--- config.mk ---
export PLATFORM = sky130hd
export DESIGN_NAME = agu_stream
export DESIGN_NICKNAME = d
export VERILOG_FILES = /design/src/rtl/agu_stream.sv
export SDC_FILE = /design/constraint.sdc
export NUM_CORES = 1
export LEC_CHECK = 0
export CAP_MARGIN = 15
export CORE_ASPECT_RATIO = 0.9
export CORE_MARGIN = 5
export CORE_UTILIZATION = 62
export CTS_CLUSTER_DIAMETER = 50
export DETAILED_ROUTE_END_ITERATION = 6
export PLACE_DENSITY = 0.81
export REMOVE_ABC_BUFFERS = 1
export SETUP_SLACK_MARGIN = 0.05
export SLEW_MARGIN = 20
export SYNTH_ARGS = -nofsm -noshare
export SYNTH_HDL_FRONTEND = slang
export SYNTH_SLANG_ARGS = --single-unit
export TNS_END_PERCENT = 5
--- constraint.sdc ---
create_clock -name clk -period 5.9 [get_ports clk]
set_input_delay 1.18 -clock clk [delete_from_list [all_inputs] [get_ports clk]]
set_output_delay 1.18 -clock clk [all_outputs]
set_load 0.02 [all_outputs]
--- src/rtl/agu_stream.sv ---
// agu_stream: radix-2^RADIX_K NTT/NWC butterfly address generator with a
// valid/ready output register, start/busy/done control and per-address stage tags.
module agu_stream #(
  parameter  int LOGN    = 10,
  parameter  int RADIX_K = 2,
  localparam int STAGES  = LOGN / RADIX_K,
  localparam int STG_W   = (STAGES > 1) ? $clog2(STAGES) : 1
) (
  input  logic             clk,
  input  logic             rst,
  input  logic             start,
  input  logic             inverse,
  input  logic             out_ready,
  output logic             out_valid,
  output logic [LOGN-1:0]  addr,
  output logic [STG_W-1:0] stage,
  output logic             group_last,
  output logic             busy,
  output logic             done
);

  // state | meaning
  // IDLE  | waiting for start
  // RUN   | loading one tuple per free slot of the output register
  // DRAIN | final tuple loaded, waiting for its handshake

  if (LOGN % RADIX_K != 0) begin : g_cfg_err
    $error("agu_stream: LOGN must be a multiple of RADIX_K");
  end

  typedef enum logic [1:0] {S_IDLE, S_RUN, S_DRAIN} state_t;

  localparam int              SH_W      = $clog2(LOGN + 1) + 1;
  localparam logic [LOGN-1:0] ONES      = '1;
  localparam logic [LOGN-1:0] M_TOP     = ONES >> (LOGN - RADIX_K);
  localparam logic [LOGN-1:0] L_LAST    = LOGN'(STAGES - 1);
  localparam logic [SH_W-1:0] BASE_LAST = SH_W'(LOGN - RADIX_K);
  localparam logic [SH_W-1:0] K_STEP    = SH_W'(RADIX_K);
  localparam logic [SH_W-1:0] LOGN_SH   = SH_W'(LOGN);

  state_t           state_q, state_d;
  logic             inv_q, inv_d;
  logic [LOGN-1:0]  l_q, l_d, j_q, j_d, i_q, i_d, m_q, m_d;
  logic [SH_W-1:0]  base_q, base_d;
  logic             valid_q, valid_d, glast_q, glast_d, done_q, done_d;
  logic [LOGN-1:0]  addr_q, addr_d;
  logic [STG_W-1:0] stage_q, stage_d;

  logic [SH_W-1:0]  sh_i;
  logic [LOGN-1:0]  i_top, j_top, j_rev, cur_addr;
  logic             last_stage;

  // base_q tracks RADIX_K*l incrementally so no multiplier is needed
  assign sh_i       = base_q + K_STEP;
  assign i_top      = ONES >> sh_i;
  assign j_top      = ~(ONES << base_q);
  assign last_stage = inv_q ? (l_q == '0) : (l_q == L_LAST);

  // Full-width reversal of j already lands rev(j, RADIX_K*l) in the top bits,
  // because j never exceeds j_top.
  always_comb begin
    j_rev = '0;
    for (int b = 0; b < LOGN; b++) j_rev[b] = j_q[LOGN-1-b];
  end

  assign cur_addr = j_rev + (m_q << (LOGN_SH - sh_i)) + i_q;

  always_comb begin
    state_d = state_q;
    inv_d   = inv_q;
    l_d     = l_q;
    base_d  = base_q;
    j_d     = j_q;
    i_d     = i_q;
    m_d     = m_q;
    valid_d = valid_q;
    addr_d  = addr_q;
    stage_d = stage_q;
    glast_d = glast_q;
    done_d  = 1'b0;
    unique case (state_q)
      S_IDLE: begin
        if (start) begin
          state_d = S_RUN;
          inv_d   = inverse;
          l_d     = inverse ? L_LAST : '0;
          base_d  = inverse ? BASE_LAST : '0;
          j_d     = '0;
          i_d     = '0;
          m_d     = '0;
        end
      end
      S_RUN: begin
        if (!valid_q || out_ready) begin
          valid_d = 1'b1;
          addr_d  = cur_addr;
          stage_d = l_q[STG_W-1:0];
          glast_d = (m_q == M_TOP);
          if (m_q != M_TOP) begin
            m_d = m_q + 1'b1;
          end else begin
            m_d = '0;
            if (i_q != i_top) begin
              i_d = i_q + 1'b1;
            end else begin
              i_d = '0;
              if (j_q != j_top) begin
                j_d = j_q + 1'b1;
              end else begin
                j_d = '0;
                if (last_stage) begin
                  state_d = S_DRAIN;
                end else if (inv_q) begin
                  l_d    = l_q - 1'b1;
                  base_d = base_q - K_STEP;
                end else begin
                  l_d    = l_q + 1'b1;
                  base_d = base_q + K_STEP;
                end
              end
            end
          end
        end
      end
      S_DRAIN: begin
        if (valid_q && out_ready) begin
          valid_d = 1'b0;
          done_d  = 1'b1;
          state_d = S_IDLE;
        end
      end
      default: state_d = S_IDLE;
    endcase
  end

  always_ff @(posedge clk or posedge rst) begin
    if (rst) begin
      state_q <= S_IDLE;
      inv_q   <= 1'b0;
      l_q     <= '0;
      base_q  <= '0;
      j_q     <= '0;
      i_q     <= '0;
      m_q     <= '0;
      valid_q <= 1'b0;
      addr_q  <= '0;
      stage_q <= '0;
      glast_q <= 1'b0;
      done_q  <= 1'b0;
    end else begin
      state_q <= state_d;
      inv_q   <= inv_d;
      l_q     <= l_d;
      base_q  <= base_d;
      j_q     <= j_d;
      i_q     <= i_d;
      m_q     <= m_d;
      valid_q <= valid_d;
      addr_q  <= addr_d;
      stage_q <= stage_d;
      glast_q <= glast_d;
      done_q  <= done_d;
    end
  end

  assign out_valid  = valid_q;
  assign addr       = addr_q;
  assign stage      = stage_q;
  assign group_last = glast_q;
  assign busy       = (state_q != S_IDLE);
  assign done       = done_q;

endmodule

[Yosys cells after proc, flatten, opt, wreduce, memory -nomap -nowiden]
Cells that the tools add are included.
Word-level totals
  bits in registers: 64
  input bits: 5
  output and inout port bits: 17
  word-level logic and storage cells: 102
Cells by class
  add/subtract/negate cells: 10
  equal/unequal tests: 15
  shift operators: 3
  muxes and demuxes: 45
  bitwise gates (word level): 1
  reduce and logical (&&, ||, !) cells: 16
Operators with widths (count)
  10-bit 2-to-1 mux: 17
  10-bit one-hot mux with 2 select lines: 4
  10-bit by 1-bit adder with 10-bit output (second input constant): 4
  5-bit 2-to-1 mux: 7
  10-bit adder: 2
  10-bit inequality test: 2
  2-bit inequality test (second input constant): 8
  2-bit 2-to-1 mux: 7
  7-bit AND reduction: 2
  10-bit by 2-bit equality test with 1-bit output (second input constant): 1
  10-bit by 3-bit equality test with 1-bit output (second input constant): 1
  10-bit logical NOT: 1
  10-bit by 2-bit inequality test with 1-bit output (second input constant): 1
  10-bit NOT: 1
  5-bit one-hot mux with 2 select lines: 1
  10-bit by 5-bit << shifter with 10-bit output: 1
  10-bit by 5-bit << shifter with 10-bit output (first input constant): 1
  10-bit by 5-bit >> shifter with 10-bit output (first input constant): 1
  10-bit by 1-bit subtractor with 10-bit output (second input constant): 1
  2-bit one-hot mux with 3 select lines: 1
  3-bit AND reduction: 2
  2-bit nonzero test: 3
  5-bit by 2-bit adder with 5-bit output (second input constant): 1
  1-bit 2-to-1 mux: 5
  other kinds (14): 15

[Longest topological paths before layout]
Gate-level depths: netlist of the first run.
  depth after elaboration: 8
  gate-level depth with buffers: 20

[Worst setup path after synthesis of the first run]
Ideal clock, no wire load.
  kind: register to register
  from: register base_q[1]
  to: register addr_q[9] (netlist: addr[9])
  data arrival time: 4489 ps
  required time: 5775 ps
  setup slack: 1286 ps
  stages on the path, launching flop included: 19
  buffers on the path: 4
  period minus slack after synthesis: 4614 ps
  path through: dfrtp_1 -> buf_6 -> inv_1 -> ha_1 -> buf_2 -> inv_1 -> ha_1 -> clkbuf_1 -> clkbuf_1 -> nor4_1 -> fa_1 -> ha_1 -> fa_1 -> a21o_1 -> a21oi_1 -> o21ai_0 -> o41ai_1 -> xnor3_1 -> mux2_2
Between the ends
  cells in the longest elaborated chain, start to end: 5
Ends and longest elaborated chain
  start: declaration: RTL line 44  | logic [SH_W-1:0] base_q, base_d;
  start signal: assignment: RTL line 154  | base_q <= base_d;
  5-bit by 2-bit adder with 5-bit output: RTL line 54  | assign sh_i = base_q + K_STEP;
  4-bit by 5-bit subtractor with 5-bit output: RTL line 66  | assign cur_addr = j_rev + (m_q << (LOGN_SH - sh_i)) + i_q;
  10-bit by 5-bit << shifter with 10-bit output: RTL line 66
  10-bit adder (2 in a row): RTL line 66
  end signal: assignment: RTL line 159  | addr_q <= addr_d;
  end: declaration: RTL line 46  | logic [LOGN-1:0] addr_q, addr_d;
Every way passes these cells.
A chain may end at the register's enable or synchronous reset.

[Final worst setup path of the first run]
  from: register base_q[2]
  to: register addr_q[9] (netlist: addr[9])
The elaborated chain is that of the path after synthesis.

==> flow_summary.json, run 1 <==
{
  "setup-tns-final_ns": 0,
  "fin_worst_skew_ns": 0.00594,
  "cts_buffers": 9,
  "worstPathRequired_ns": 6.13,
  "startpoint_type": "register",
  "cp_slowest_cell": "dfrtp_1",
  "crit_type": "reg2reg",
  "holdBufCountCts": 0,
  "slew_headroom": 0.452,
  "p_leak_uw": 0.00242,
  "portBuffers": 21,
  "first_pass_iters": 5,
  "synth_edf_count": 0,
  "grt_first_pass_wirelength_mm": 19.4,
  "dieArea_mm2": 0.00972,
  "holdWs_ns": 0.477,
  "ant_nets": 0,
  "grt_util_all_layers": 0.254,
  "first_global_vias": 3950,
  "cts-root-buf": "clkbuf_8",
  "place.gp.congestion": 0.907,
  "cp_data_arrival_time_ns": 5.42,
  "antenna_found_initial": 0,
  "hold_violations": 0,
  "die_w_um": 103,
  "synthCells": 533,
  "cts_setup_buffers": 0,
  "cts.sinks": 63,
  "placed_cells": 633,
  "ys_async_sr_fraction": 1.00,
  "yosysSeqAreaShare": 0.324,
  "worst_pin_slew_ns": 0.822,
  "via_count": 4012,
  "crit_top_cell": "ha_1",
  "netlist.area_leader.share": 0.324,
  "power.density_mw_per_mm2": 319,
  "drive_gt1_frac": 0.0888,
  "clockBufferDepth": 2,
  "synth_warnings": 0,
  "final_cells": 648,
  "rsz0062_at_grt": "no",
  "cts_repair_resize_count": 0,
  "num_antenna_cells": 0,
  "cp_max_fo": 9,
  "fillers": 599,
  "critPathMaxStageDelay_ns": 0.54,
  "slew_viol_final": 0,
  "hpwl_mm": 8.33,
  "area_growth_pct": 9.60,
  "drt-initial-drc-count": 379,
  "die_y_um": 94.0,
  "start_util": 0.641,
  "routedWlPerCell_um": 17.6,
  "grt_max_degree": 64,
  "final-setup-viol-count": 0,
  "period_share": 0.880,
  "period_needed_ns": 5.19,
  "syn-cell-area_mm2": 0.00486,
  "via_per_inst": 6.19,
  "synth_cell_types": 72,
  "hold_class": "reg2reg",
  "coreArea_mm2": 0.00758,
  "clkLatencyLatePin_ns": 0.34,
  "yosys_most_used_dff": "dfrtp_1",
  "synthTopCellsByArea": "dfrtp_1, ha_1, fa_1, nand2_1, nor2_1",
  "end_kind": "register",
  "path_cells": "ha_1 -> inv_1 -> ha_1 -> xor2_1 -> nand2_1 -> nor4_1 -> fa_1 -> ha_1 -> fa_1 -> a21o_1 -> a21oi_1 -> o21ai_0 -> o41ai_1 -> xnor3_1 -> mux2_2",
  "outcome": "finished, final reports clean",
  "max_freq_ghz": 0.193,
  "yosys.area.top_type": "dfrtp_1",
  "boundaryPins": 22,
  "syn_area_per_cell_um2": 9.12,
  "wl_mm": 11.4,
  "synth_seq_cells": 63,
  "grt_overflow": 0,
  "peakVddDrop_uv": 204,
  "fin_nets": 593,
  "cts_tree": "yes",
  "htree_levels": 3,
  "cap_violations": 0,
  "final_common_cell": "dfrtp_1",
  "post-route-drc-count": 0,
  "layout_common_cells": "dfrtp_1, nand2_1, nor2_1, o21ai_0, ha_1",
  "rows": 30,
  "clk_pin_slew_ns": 0.07
}
==> final timing paths <==
check | slack, ns | cells after the start | from | end
worst min register to register | 0.48 | 2 | addr[5] | addr[5]
worst max-delay path | 0.71 | 15 | base_q[2] | addr[9]
worst max register to register | 0.71 | 15 | base_q[2] | addr[9]
min in group asynchronous | 1.36 | 3 | rst | m_q[6]
max in group asynchronous | 3.96 | 3 | rst | addr[6]
worst min-delay path | 0.48 | 2 | addr[5] | addr[5]
==> state kept, by name, summed over array words and instances, names as in the netlist <==
| name | flops |
|---|---|
| j_q | 10 |
| addr | 10 |
| done | 1 |
| i_q | 10 |
| stage | 3 |
| l_q | 10 |
| base_q | 4 |
| group_last | 1 |
| inv_q | 1 |
| out_valid | 1 |
| state_q | 2 |
| m_q | 10 |
==> synth_stat cells (6+ instances only) <==
library cell  count
and3_1            9
xor2_1           14
a211oi_1          6
fa_1             11
o21ai_0          31
xnor2_1          16
mux2_2            7
nor2b_1           9
inv_1            29
nand2_1          54
nor2_1           48
nand3_1          15
a21o_1            8
o2bb2ai_1         6
a22o_1            9
a22oi_1           8
ha_1             29
buf_6             8
dfrtp_1          63
nor3_1           16
mux2i_1           9
a21oi_1          17
nand4_1           7
clkbuf_1         11
==> layer usage <==
layer  global-route usage  up-vias  share of wire
li1                     -     1940              -
met1                0.357     1906           0.46
met2                0.385      142           0.45
met3               0.0579       24          0.063
met4               0.0874        0          0.023
met5                    0        -              0
==> where the power goes <==
part	total (uW)	internal (uW)	switching, uW
clock	465	302	164
combinational	612	281	331
sequential	621	507	114
total	1700	1090	609
==> cells by family (layout without fill, tap and decap cells) <==
family          count (synthesis)  count (layout)  share of synthesized area
simple gates                  198             198                      0.207
other cells                     2               2                    0.00154
mux                            16              16                     0.0347
compound gates                128             128                      0.190
fa+ha+maj                      40              40                      0.120
xor+xnor                       33              33                     0.0677
buf+inv                        53              72                     0.0548
flops                          63              63                      0.324
==> worst max-delay path: cells and delay by family (launching register included) <==
kind	cells	cell delay, ns
xor gates and xnor gates	2	0.78
DFF	1	0.54
adders and majority gates	5	1.97
buffers and inverters	1	0.08
AOI/OAI and AO/OA	4	0.85
muxes	1	0.26
and+or+nand+nor	2	0.59
==> metrics by stage <==
stage / instance area, um2 / total power, uW / util / worst slack (ns)
CTS: 5330 / 1710 / 0.703 / 0.801
global route: 5330 / 1810 / 0.703 / 0.414
floorplan: 4720 / 1030 / - / 1.05
detailed placement: 5080 / 1230 / 0.671 / 0.822
global placement: 5080 / 1210 / 0.671 / 1.06
finish: 5330 / 1700 / 0.703 / 0.707
==> final cells by class <==
type,count,area [um2],share of cell area
clock buffer,12,155,0.0291
clock inverter,3,90.1,0.0169
inverter,31,120,0.0225
multi-input combinational,417,3020,0.567
sequential,63,1580,0.296
tap,96,120,0.0225
timing repair buffer,26,248,0.0465
(Power assumes the default switching activity.)
==> run 2, diff against run 1 <==
--- a/config.mk
+++ b/config.mk
@@ -8,12 +8,12 @@
 export CAP_MARGIN = 15
 export CORE_ASPECT_RATIO = 0.9
 export CORE_MARGIN = 5
-export CORE_UTILIZATION = 62
+export CORE_UTILIZATION = 40
 export CTS_CLUSTER_DIAMETER = 50
 export DETAILED_ROUTE_END_ITERATION = 6
-export PLACE_DENSITY = 0.81
 export REMOVE_ABC_BUFFERS = 1
 export SETUP_SLACK_MARGIN = 0.05
+export SKIP_LAST_GASP = 1
 export SLEW_MARGIN = 20
 export SYNTH_ARGS = -nofsm -noshare
 export SYNTH_HDL_FRONTEND = slang
==> flow_summary.json, run 2 (synthesized netlist as in run 1, its figures left out) <==
{
  "outcome": "finished, final reports clean",
  "first_global_vias": 3966,
  "rows": 38,
  "slew_headroom": 0.436,
  "cts_tree": "yes",
  "seqCellArea_mm2": 0.00158,
  "htree_levels": 3,
  "grt_overflow": 0,
  "cp_slowest_cell": "dfrtp_1",
  "path_delay_family": "adder cells",
  "grt_max_degree": 64,
  "hold_class": "reg2reg",
  "clk_pin_slew_ns": 0.06,
  "antenna_found_initial": 0,
  "period_needed_ns": 5.26,
  "critPathMaxStageDelay_ns": 0.54,
  "cp_data_arrival_time_ns": 5.48,
  "max_freq_ghz": 0.190,
  "cts_setup_buffers": 0,
  "first_pass_iters": 5,
  "worstPathRequired_ns": 6.12,
  "final_common_cell": "dfrtp_1",
  "hold_violations": 0,
  "grt_util_all_layers": 0.177,
  "fin_nets": 593,
  "portBuffers": 21,
  "setup-tns-final_ns": 0,
  "die_w_um": 126,
  "min_from": "addr[4]",
  "final-setup-viol-count": 0,
  "hold_path_depth": 2,
  "place.gp.congestion": 0.829,
  "cts_repair_resize_count": 0,
  "crit_type": "reg2reg",
  "ant_nets": 0,
  "period_share": 0.892,
  "cts_buffers": 9,
  "busiest_layer": "met2",
  "via_per_inst": 5.63,
  "met3_usage": 0.0368,
  "reg2reg_slack_ns": 0.64,
  "fillers": 1192,
  "crit_top_cell": "ha_1",
  "end_kind": "register",
  "startpoint_type": "register",
  "multi_input_area_mm2": 0.00302,
  "cap_violations": 0,
  "layout_common_cells": "dfrtp_1, nand2_1, nor2_1, o21ai_0, ha_1",
  "area_growth_pct": 11.8,
  "cts.sinks": 63,
  "clockBufferDepth": 2,
  "boundaryPins": 22,
  "peakVddDrop_uv": 153,
  "hpwl_mm": 9.05,
  "drt-initial-drc-count": 244,
  "worstReg2RegEnd": "addr[9]",
  "use_met2": 0.286,
  "grt_use_met1": 0.241,
  "final_core_util": 0.454,
  "die_y_um": 115,
  "fin_worst_skew_ns": 0.00699,
  "power.density_mw_per_mm2": 318,
  "clkLatencyLatePin_ns": 0.33,
  "num_antenna_cells": 0,
  "post-route-drc-count": 0,
  "grt_first_pass_wirelength_mm": 20.6,
  "holdBufCountCts": 0,
  "crit_start": "base_q[2]",
  "coreArea_mm2": 0.0120,
  "slew_viol_final": 0,
  "drive_gt1_frac": 0.0832,
  "cts-root-buf": "clkbuf_16",
  "cp_max_fo": 9,
  "reg2regPathDepth": 15,
  "final_area_mm2": 0.00544,
  "via_count": 4012,
  "worst_pin_slew_ns": 0.843,
  "crit_buf_inv": 1,
  "wl_mm": 12.3,
  "rr_startpoint": "base_q[2]",
  "routedWlPerCell_um": 17.3,
  "rsz0062_at_grt": "no",
  "whs_endpoint": "addr[4]",
  "p_leak_uw": 0.00243,
  "postPlaceCellArea_mm2": 0.00516,
  "dieArea_mm2": 0.0145,
  "path_cells": "ha_1 -> inv_1 -> ha_1 -> xor2_1 -> nand2_1 -> nor4_1 -> fa_1 -> ha_1 -> fa_1 -> a21o_1 -> a21oi_1 -> o21ai_0 -> o41ai_1 -> xnor3_1 -> mux2_2",
  "start_util": 0.406
}
==> run 2: worst max-delay path by stage <==
stage	end	cells past startpoint
4_1_cts	addr[9]	15
3_3_place_gp	addr[9]	15
3_5_place_dp	addr[9]	15
2_1_floorplan	addr[9]	15
6_report	addr[9]	15
5_1_grt	addr[9]	15
==> run 2: routing by layer <==
metal | wire length [um] | vias up | part of all wire
li1 | - | 1932 | -
met5 | 0 | - | 0
met2 | 5620 | 115 | 0.46
met4 | 184 | 0 | 0.015
met1 | 5930 | 1949 | 0.48
met3 | 575 | 16 | 0.047
==> run 2: final cells by class <==
| cell class | instances | share of cell area |
|---|---|---|
| timing repair buffer | 26 | 0.0456 |
| multi-input combinational | 417 | 0.556 |
| tap | 160 | 0.0368 |
| clock buffer | 16 | 0.0499 |
| sequential | 63 | 0.290 |
| inverter | 31 | 0.0221 |
==> run 2: metrics by stage <==
| stage | hold WS (ns) | setup WS (ns) | cells | total power [uW] |
|---|---|---|---|---|
| finish | 0.474 | 0.636 | 713 | 1730 |
| global route | 0.497 | 0.360 | 713 | 1850 |
| CTS | 0.483 | 0.711 | 713 | 1740 |
| detailed placement | 0.461 | 0.731 | 697 | 1240 |
| global placement | 0.462 | 1.02 | 697 | 1220 |
| floorplan | 0.484 | 1.05 | 511 | 1030 |
==> run 2: worst min-delay path: cells and delay by family (launching register included) <==
family | cells | cell delay [ns]
and+or+nand+nor | 1 | 0.04
DFF | 1 | 0.34
AOI/OAI and AO/OA | 1 | 0.06
==> run 2: where the power goes <==
part / internal (uW) / switching [uW] / total (uW)
Clock: 308 / 189 / 498
Combinational: 280 / 327 / 607
Sequential: 508 / 116 / 624
Total: 1100 / 633 / 1730
==> run 3, diff against run 2 <==
--- a/config.mk
+++ b/config.mk
@@ -11,6 +11,7 @@
 export CORE_UTILIZATION = 40
 export CTS_CLUSTER_DIAMETER = 50
 export DETAILED_ROUTE_END_ITERATION = 6
+export GPL_ROUTABILITY_DRIVEN = 0
 export REMOVE_ABC_BUFFERS = 1
 export SETUP_SLACK_MARGIN = 0.05
 export SKIP_LAST_GASP = 1
==> flow_summary.json, run 3 (synthesized netlist as in run 1, its figures left out) <==
{
  "via_per_inst": 5.54,
  "period_needed_ns": 5.11,
  "hold_violations": 0,
  "rsz0062_at_grt": "no",
  "drt-initial-drc-count": 238,
  "rows": 38,
  "ant_nets": 0,
  "setup-tns-final_ns": 0,
  "busiest_layer": "met2",
  "htree_levels": 3,
  "first_pass_iters": 5,
  "crit_type": "reg2reg",
  "antenna_found_initial": 0,
  "cp_slowest_cell": "dfrtp_1",
  "slew_viol_final": 0,
  "grt_max_degree": 64,
  "portBuffers": 21,
  "cts_buffers": 9,
  "start_util": 0.406,
  "hpwl_mm": 8.89,
  "final-setup-viol-count": 0,
  "outcome": "finished, final reports clean",
  "cp_max_fo": 9,
  "postPlaceCellArea_mm2": 0.00516,
  "peakVddDrop_uv": 165,
  "cap_violations": 0,
  "drive_gt1_frac": 0.0851,
  "path_cells": "ha_1 -> inv_1 -> ha_1 -> xor2_1 -> nand2_1 -> nor4_1 -> fa_1 -> ha_1 -> fa_1 -> a21o_1 -> a21oi_1 -> o21ai_0 -> o41ai_1 -> xnor3_1 -> mux2_2",
  "fin_worst_skew_ns": 0.00750,
  "place_worst_setup_slack_ns": 0.847,
  "num_antenna_cells": 0,
  "grt_overflow": 0,
  "cts_repair_resize_count": 0,
  "coreArea_mm2": 0.0120,
  "power.density_mw_per_mm2": 317,
  "final_common_cell": "dfrtp_1",
  "use_met2": 0.274,
  "cts-root-buf": "clkbuf_16",
  "wl_mm": 11.9,
  "fin_nets": 593,
  "boundaryPins": 22,
  "p_total_uw": 1720,
  "fillers": 1197,
  "final_core_util": 0.454,
  "worst_pin_slew_ns": 0.835,
  "max_freq_ghz": 0.196,
  "first_global_vias": 3886,
  "crit_top_cell": "ha_1",
  "area_growth_pct": 11.9,
  "clk_pin_slew_ns": 0.05,
  "grt_util_all_layers": 0.171,
  "cts.sinks": 63,
  "slew_headroom": 0.444,
  "final_area_mm2": 0.00544,
  "die_w_um": 126,
  "layout_setup_ws_ns": 0.785,
  "grt_use_met1": 0.238,
  "period_share": 0.867,
  "cts_setup_buffers": 0,
  "end_kind": "register",
  "dieArea_mm2": 0.0145,
  "routedWlPerCell_um": 16.6,
  "p_leak_uw": 0.00244,
  "clkLatencyLatePin_ns": 0.33,
  "cp_data_arrival_time_ns": 5.33,
  "clockBufferDepth": 2,
  "holdBufCountCts": 0,
  "cts_tree": "yes",
  "via_count": 3946,
  "grt_first_pass_wirelength_mm": 20.0,
  "die_y_um": 115,
  "post-route-drc-count": 0,
  "layout_common_cells": "dfrtp_1, nand2_1, nor2_1, o21ai_0, ha_1",
  "critPathMaxStageDelay_ns": 0.54,
  "worstPathRequired_ns": 6.11,
  "met3_usage": 0.0331,
  "startpoint_type": "register",
  "hold_class": "reg2reg"
}
==> run 3: changes by cell type in the layout (fill, tap and decap cells not counted), sizes merged <==
cell    change
clkbuf      -1
==> run 3: per-stage QoR <==
stage                     hold WS (ns)  cells
after floorplan                  0.484    511
after global placement           0.461    697
after detailed placement         0.461    697
after CTS                        0.478    712
after global routing             0.492    712
final                            0.469    712
==> run 3: cell type report <==
| class | instances | area, um2 | area share |
|---|---|---|---|
| Tap cell | 160 | 200 | 0.0368 |
| Multi-Input combinational cell | 417 | 3020 | 0.555 |
| Clock buffer | 15 | 278 | 0.0510 |
| Sequential cell | 63 | 1580 | 0.290 |
| Timing Repair Buffer | 26 | 248 | 0.0455 |
| Inverter | 31 | 120 | 0.0221 |
==> run 3: critical path: cells and delay by family (launching register included) <==
family                     cells  cell delay, ns
adders and majority gates      5            1.97
AOI/OAI and AO/OA              4            0.82
xor gates and xnor gates       2            0.76
and+or+nand+nor                2            0.58
DFF                            1            0.54
muxes                          1            0.26
buffers and inverters          1            0.07
==> run 3: worst paths after layout <==
check	start	end	slack [ns]	cells after the start
max in group asynchronous	rst	addr[7]	3.91	3
max	base_q[2]	addr[9]	0.79	15
max reg2reg	base_q[2]	addr[9]	0.79	15
min in group asynchronous	rst	done	1.43	3
min	addr[1]	addr[1]	0.47	2
min reg2reg	addr[1]	addr[1]	0.47	2
==> run 3: layer usage <==
| layer | share of wire | wire length (um) | vias to the layer above |
|---|---|---|---|
| li1 | - | - | 1938 |
| met1 | 0.49 | 5820 | 1901 |
| met2 | 0.45 | 5360 | 96 |
| met3 | 0.042 | 493 | 11 |
| met4 | 0.015 | 176 | 0 |
| met5 | 0 | 0 | - |
==> run 3: power breakdown <==
group / switching, uW / internal, uW / total, uW
clock: 179 / 317 / 495
combinational: 324 / 280 / 604
sequential: 116 / 508 / 624
